File: src/rtl/latch_dump_serializer.sv
// Pipeline-latch debug dump: snapshots a latch vector on request and streams
// it to a UART transmitter as a header byte followed by LSB-first data bytes.
module latch_dump_serializer #(
    parameter int unsigned         NB_DATA = 44,
    parameter int unsigned         NB_BYTE = 8,
    parameter logic [NB_BYTE-1:0]  HEADER  = 8'hA5
) (
    input  logic               i_clk,
    input  logic               i_reset,
    input  logic               i_start,
    input  logic [NB_DATA-1:0] i_latch_data,
    input  logic               i_tx_done,
    output logic               o_tx_start,
    output logic [NB_BYTE-1:0] o_tx_data,
    output logic               o_busy,
    output logic               o_done,
    output logic               o_eof_seen
);

    localparam int unsigned N_BYTES = (NB_DATA + NB_BYTE - 1) / NB_BYTE;
    localparam int unsigned NB_IDX  = $clog2(N_BYTES + 1);
    localparam int unsigned NB_PAD  = N_BYTES * NB_BYTE;
    localparam logic [NB_IDX-1:0] LAST_IDX = NB_IDX'(N_BYTES);

    typedef enum logic [1:0] {
        IDLE = 2'd0,
        SEND = 2'd1,
        WAIT = 2'd2,
        DONE = 2'd3
    } state_t;

    state_t               state;
    logic [NB_IDX-1:0]    byte_idx;
    logic [NB_DATA-1:0]   snapshot;

    // Frame byte for a given index: 0 is the header, k>0 is data byte k-1,
    // zero-padded above the snapshot MSB.
    function automatic logic [NB_BYTE-1:0] frame_byte(
        input logic [NB_IDX-1:0]  idx,
        input logic [NB_DATA-1:0] snap
    );
        logic [NB_PAD-1:0] padded;
        padded = NB_PAD'(snap);
        if (idx == '0) begin
            frame_byte = HEADER;
        end else begin
            frame_byte = NB_BYTE'(padded >> (NB_BYTE * (32'(idx) - 32'd1)));
        end
    endfunction

    // Frame sequencer; outputs are registered for the state being entered so
    // o_tx_start/o_busy/o_done line up with SEND/busy states/DONE.
    always_ff @(posedge i_clk or negedge i_reset) begin
        if (!i_reset) begin
            state      <= IDLE;
            byte_idx   <= '0;
            snapshot   <= '0;
            o_tx_start <= 1'b0;
            o_tx_data  <= '0;
            o_busy     <= 1'b0;
            o_done     <= 1'b0;
            o_eof_seen <= 1'b0;
        end else begin
            o_tx_start <= 1'b0;
            o_done     <= 1'b0;
            case (state)
                IDLE: begin
                    if (i_start) begin
                        snapshot   <= i_latch_data;
                        byte_idx   <= '0;
                        o_eof_seen <= i_latch_data[NB_DATA-1];
                        o_tx_start <= 1'b1;
                        o_tx_data  <= HEADER;
                        o_busy     <= 1'b1;
                        state      <= SEND;
                    end
                end
                SEND: begin
                    // Launch cycle; a coincident tx_done belongs to no byte.
                    state <= WAIT;
                end
                WAIT: begin
                    if (i_tx_done) begin
                        if (byte_idx == LAST_IDX) begin
                            o_done <= 1'b1;
                            state  <= DONE;
                        end else begin
                            byte_idx   <= byte_idx + 1'b1;
                            o_tx_start <= 1'b1;
                            o_tx_data  <= frame_byte(byte_idx + 1'b1, snapshot);
                            state      <= SEND;
                        end
                    end
                end
                DONE: begin
                    o_busy <= 1'b0;
                    state  <= IDLE;
                end
                default: begin
                    o_busy <= 1'b0;
                    state  <= IDLE;
                end
            endcase
        end
    end

endmodule

File: config.mk
export PLATFORM = sky130hd
export DESIGN_NAME = latch_dump_serializer
export DESIGN_NICKNAME = d
export VERILOG_FILES = /design/src/rtl/latch_dump_serializer.sv
export SDC_FILE = /design/constraint.sdc
export NUM_CORES = 1
export LEC_CHECK = 0
export BUFFER_PORTS_ARGS = -buffer_cell sky130_fd_sc_hd__buf_2
export CORE_MARGIN = 3
export CORE_UTILIZATION = 54
export DETAILED_ROUTE_END_ITERATION = 6
export PLACE_DENSITY_LB_ADDON = 0.08
export SETUP_SLACK_MARGIN = 0.1
export SYNTH_ARGS = -nofsm -noshare
export SYNTH_HDL_FRONTEND = slang
export SYNTH_SLANG_ARGS = --single-unit
File: constraint.sdc
create_clock -name i_clk -period 2.4 [get_ports i_clk]
set_input_delay 0.48 -clock i_clk [delete_from_list [all_inputs] [get_ports i_clk]]
set_output_delay 0.48 -clock i_clk [all_outputs]
set_load 0.1 [all_outputs]
==> run_results.csv <==
group,metric,value,unit
timing,holdWs,148.2,ps
timing,maxSlewHeadroom,0.6749,
power_and_ir_drop,pwr-share-seq,0.365,
power_and_ir_drop,p_comb_frac,0.445,
drt,via_count,2226,
yosys,synth_top_area_cell,"dfrtp_1",
yosys,synth_top_area_frac,0.5360,
clocking,cts.sinks,60,
drt,drt-initial-drc-count,136,
drt,avgRoutedWirePerCell,14.40,um
setup_path,path_max_fanout,20,
clocking,cts_tree,"done",
yosys,ys_top_cells_by_count,"nand2_1 (138), dfrtp_1 (60), nand3_1 (11)",
die,die_h,78.03,um
yosys,ys_types,43,
clocking,cts_root_buf,"clkbuf_8",
timing,setup_violations,0,
die,die-area,6088,um^2
drt,ant_nets,0,
timing,hold_viol,0,
clocking,htreeDepth,3,
layout,drive_above_1_share,0.2527,
die,io_pins,60,
flow_run,drv_cap,0,
layout,post-route-util,0.6941,
setup_path,critPathKind,"register to register",
drt,drc_errors,0,
drt,avgViaCountPerCell,5.117,
layout,n_antenna_cell,0,
power_and_ir_drop,pwr-share-clk,0.191,
yosys,syn_area,2801,um^2
die,initial_core_util,0.5741,
setup_path,worst_setup_path_end_kind,"register",
power_and_ir_drop,sw_frac_of_total,0.4380,
power_and_ir_drop,p_leak,1.748,nW
timing,fmax,462.2,MHz
global_route,grt_usage,0.2330,
die,core,4880,um^2
timing,period_share,0.9015,
power_and_ir_drop,p_sw,2.120,mW
power_and_ir_drop,power.density,1429,nW/um^2
global_route,grt_pass1_vias,2240,
drt,totalWireLength,6265,um
layout,fin_area,3387,um^2
yosys,syn_nets,355,
placed_design,dp.cells,420,
global_route,globalRouteOverflowTotal,0,
status,status,"finished, final reports clean",
die,rows,25,
drt,dr.pass1.iters,4,
yosys,ys_warn_count,0,
clocking,holdBufCountCts,0,
timing,finalCriticalPeriod,2164,ps
yosys,synth.most_common_cell,"nand2_1",
layout,area_growth,20.90,%
placed_design,gp_congestion,0.8744,
global_route,grt_max_degree,61,
clocking,cts_setup_buffers,0,
clocking,post_cts_resized,0,
layout,nets,416,
setup_path,cp-start-kind,"register",
yosys,async_reset_ff_frac,1.000,
yosys,postSynthAreaPerCell,9.246,um^2
timing,worst_pin_slew,491.1,ps
yosys,synthTopCellsByArea,"dfrtp_1 (54%), nand2_1 (18%), mux4_2 (2.4%)",
power_and_ir_drop,ir_drop,0.0008037,V
global_route,grt_pass1_wl,10790,um
clocking,cts_made_buffers,9,
yosys,ys_ff_latch,60,
clocking,clk_latency,330,ps
power_and_ir_drop,power,4.841,mW
placed_design,port_buffers,59,
yosys,synth_seq_area_share,0.5360,
clocking,clkSlewWorstSetupHoldPaths,60,ps
timing,drv_slew,0,
setup_path,crit_required,2600,ps
timing,fin_worst_skew,8.777,ps
timing,fin_ws,236.4,ps
placed_design,post-dp-hpwl,4332,um
yosys,synth_edf_count,0,
yosys,synth_flop_cell,"dfrtp_1",
timing,rsz0062_at_grt,"no",
yosys,postSynthCellCount,303,
layout,nFillCells,405,
placed_design,post-place-ws,278.5,ps
setup_path,crit_arrival,2360,ps
global_route,antenna_found_initial,0,
placed_design,placed_area,3184,um^2
min_path,hold_class,"primary input to async pin",
die,die_x,78.03,um
timing,fin_tns_setup,0,ps
power_and_ir_drop,intPower,2.721,mW
clocking,clockBufferDepth,2,
layout,fin_cells,435,
==> registers in the layout (all words and copies together) (netlist names) <==
signal,flops
snapshot,43
o_tx_data,8
byte_idx,3
state,2
o_busy,1
o_done,1
o_eof_seen,1
o_tx_start,1
==> cell type report <==
type	count	area (um^2)	share of cell area
Sequential cell	60	1501	0.4433
Tap cell	67	83.83	0.02475
Clock buffer	14	172.7	0.05098
Clock inverter	1	30.03	0.008866
Timing Repair Buffer	65	377.9	0.1116
Multi-Input combinational cell	221	1195	0.3528
Inverter	7	26.28	0.007758
==> worst paths after layout <==
check                                   startpoint                  endpoint  slack (ps)  depth (start not counted)
setup / recovery           byte_idx[1]$_DFFE_PN0P_  o_tx_data[3]$_DFFE_PN0P_         240                          7
hold / removal                             i_reset      state[1]$_DFFE_PN0P_         150                          2
setup reg to reg           byte_idx[1]$_DFFE_PN0P_  o_tx_data[3]$_DFFE_PN0P_         240                          7
hold reg to reg            snapshot[4]$_DFFE_PN0P_   snapshot[4]$_DFFE_PN0P_         470                          2
max in group asynchronous                  i_reset  snapshot[16]$_DFFE_PN0P_        2000                          2
min in group i_clk                i_latch_data[10]  snapshot[10]$_DFFE_PN0P_         340                          3
==> layer usage <==
layer | share of wire | vias to the layer above | track usage
met2 | 0.47 | 56 | 0.3553
met4 | 0.015 | 0 | 0.09615
met3 | 0.052 | 8 | 0.05275
met1 | 0.47 | 1037 | 0.3241
li1 | - | 1125 | -
met5 | 0 | - | 0
==> critical path, cell delays in order (launching register included) <==
cell and delay [ps]:
dfrtp_1 410, ha_1 200, ha_1 360, xor2_1 160, buf_4 260, mux2_1 350
o211ai_1 180, o211ai_1 110
==> power by group through the flow <==
stage	combinational [mW]	clock [mW]	sequential, mW
2_1_floorplan	1.20	0	2.20
3_3_place_gp	2.11	0	1.78
3_5_place_dp	2.15	0	1.78
4_1_cts	2.17	0.947	1.76
5_1_grt	2.39	1.00	1.81
6_report	2.15	0.924	1.76
==> logic make-up (layout without fill, tap and decap cells) <==
kind of cell	after synthesis	count (layout)	share of synthesized area
AND/OR/NAND/NOR	168	168	0.2555
flip-flops	60	60	0.5360
AO/OA/AOI/OAI	37	37	0.09335
buffers and inverters	22	87	0.03930
multiplexers	11	11	0.05493
adder cells (fa/ha/maj)	4	4	0.01787
XOR/XNOR	1	1	0.003127
==> placed cells by master, fill, tap and decap left out, drive strengths merged, types with 2 or more instances in the layout <==
cell type | netlist | final
o211a | 2 | 2
o21ai | 11 | 11
inv | 7 | 7
mux2i | 3 | 3
o211ai | 6 | 6
clkbuf | 2 | 14
mux4 | 3 | 3
nand2 | 138 | 138
a21oi | 8 | 8
nand2b | 4 | 4
buf | 13 | 65
nor2b | 2 | 2
o221ai | 2 | 2
ha | 4 | 4
nor3b | 2 | 2
mux2 | 5 | 5
o221a | 2 | 2
nor2 | 3 | 3
nand3 | 12 | 12
dfrtp | 60 | 60
Note: power is estimated with default switching activity, not from simulation.
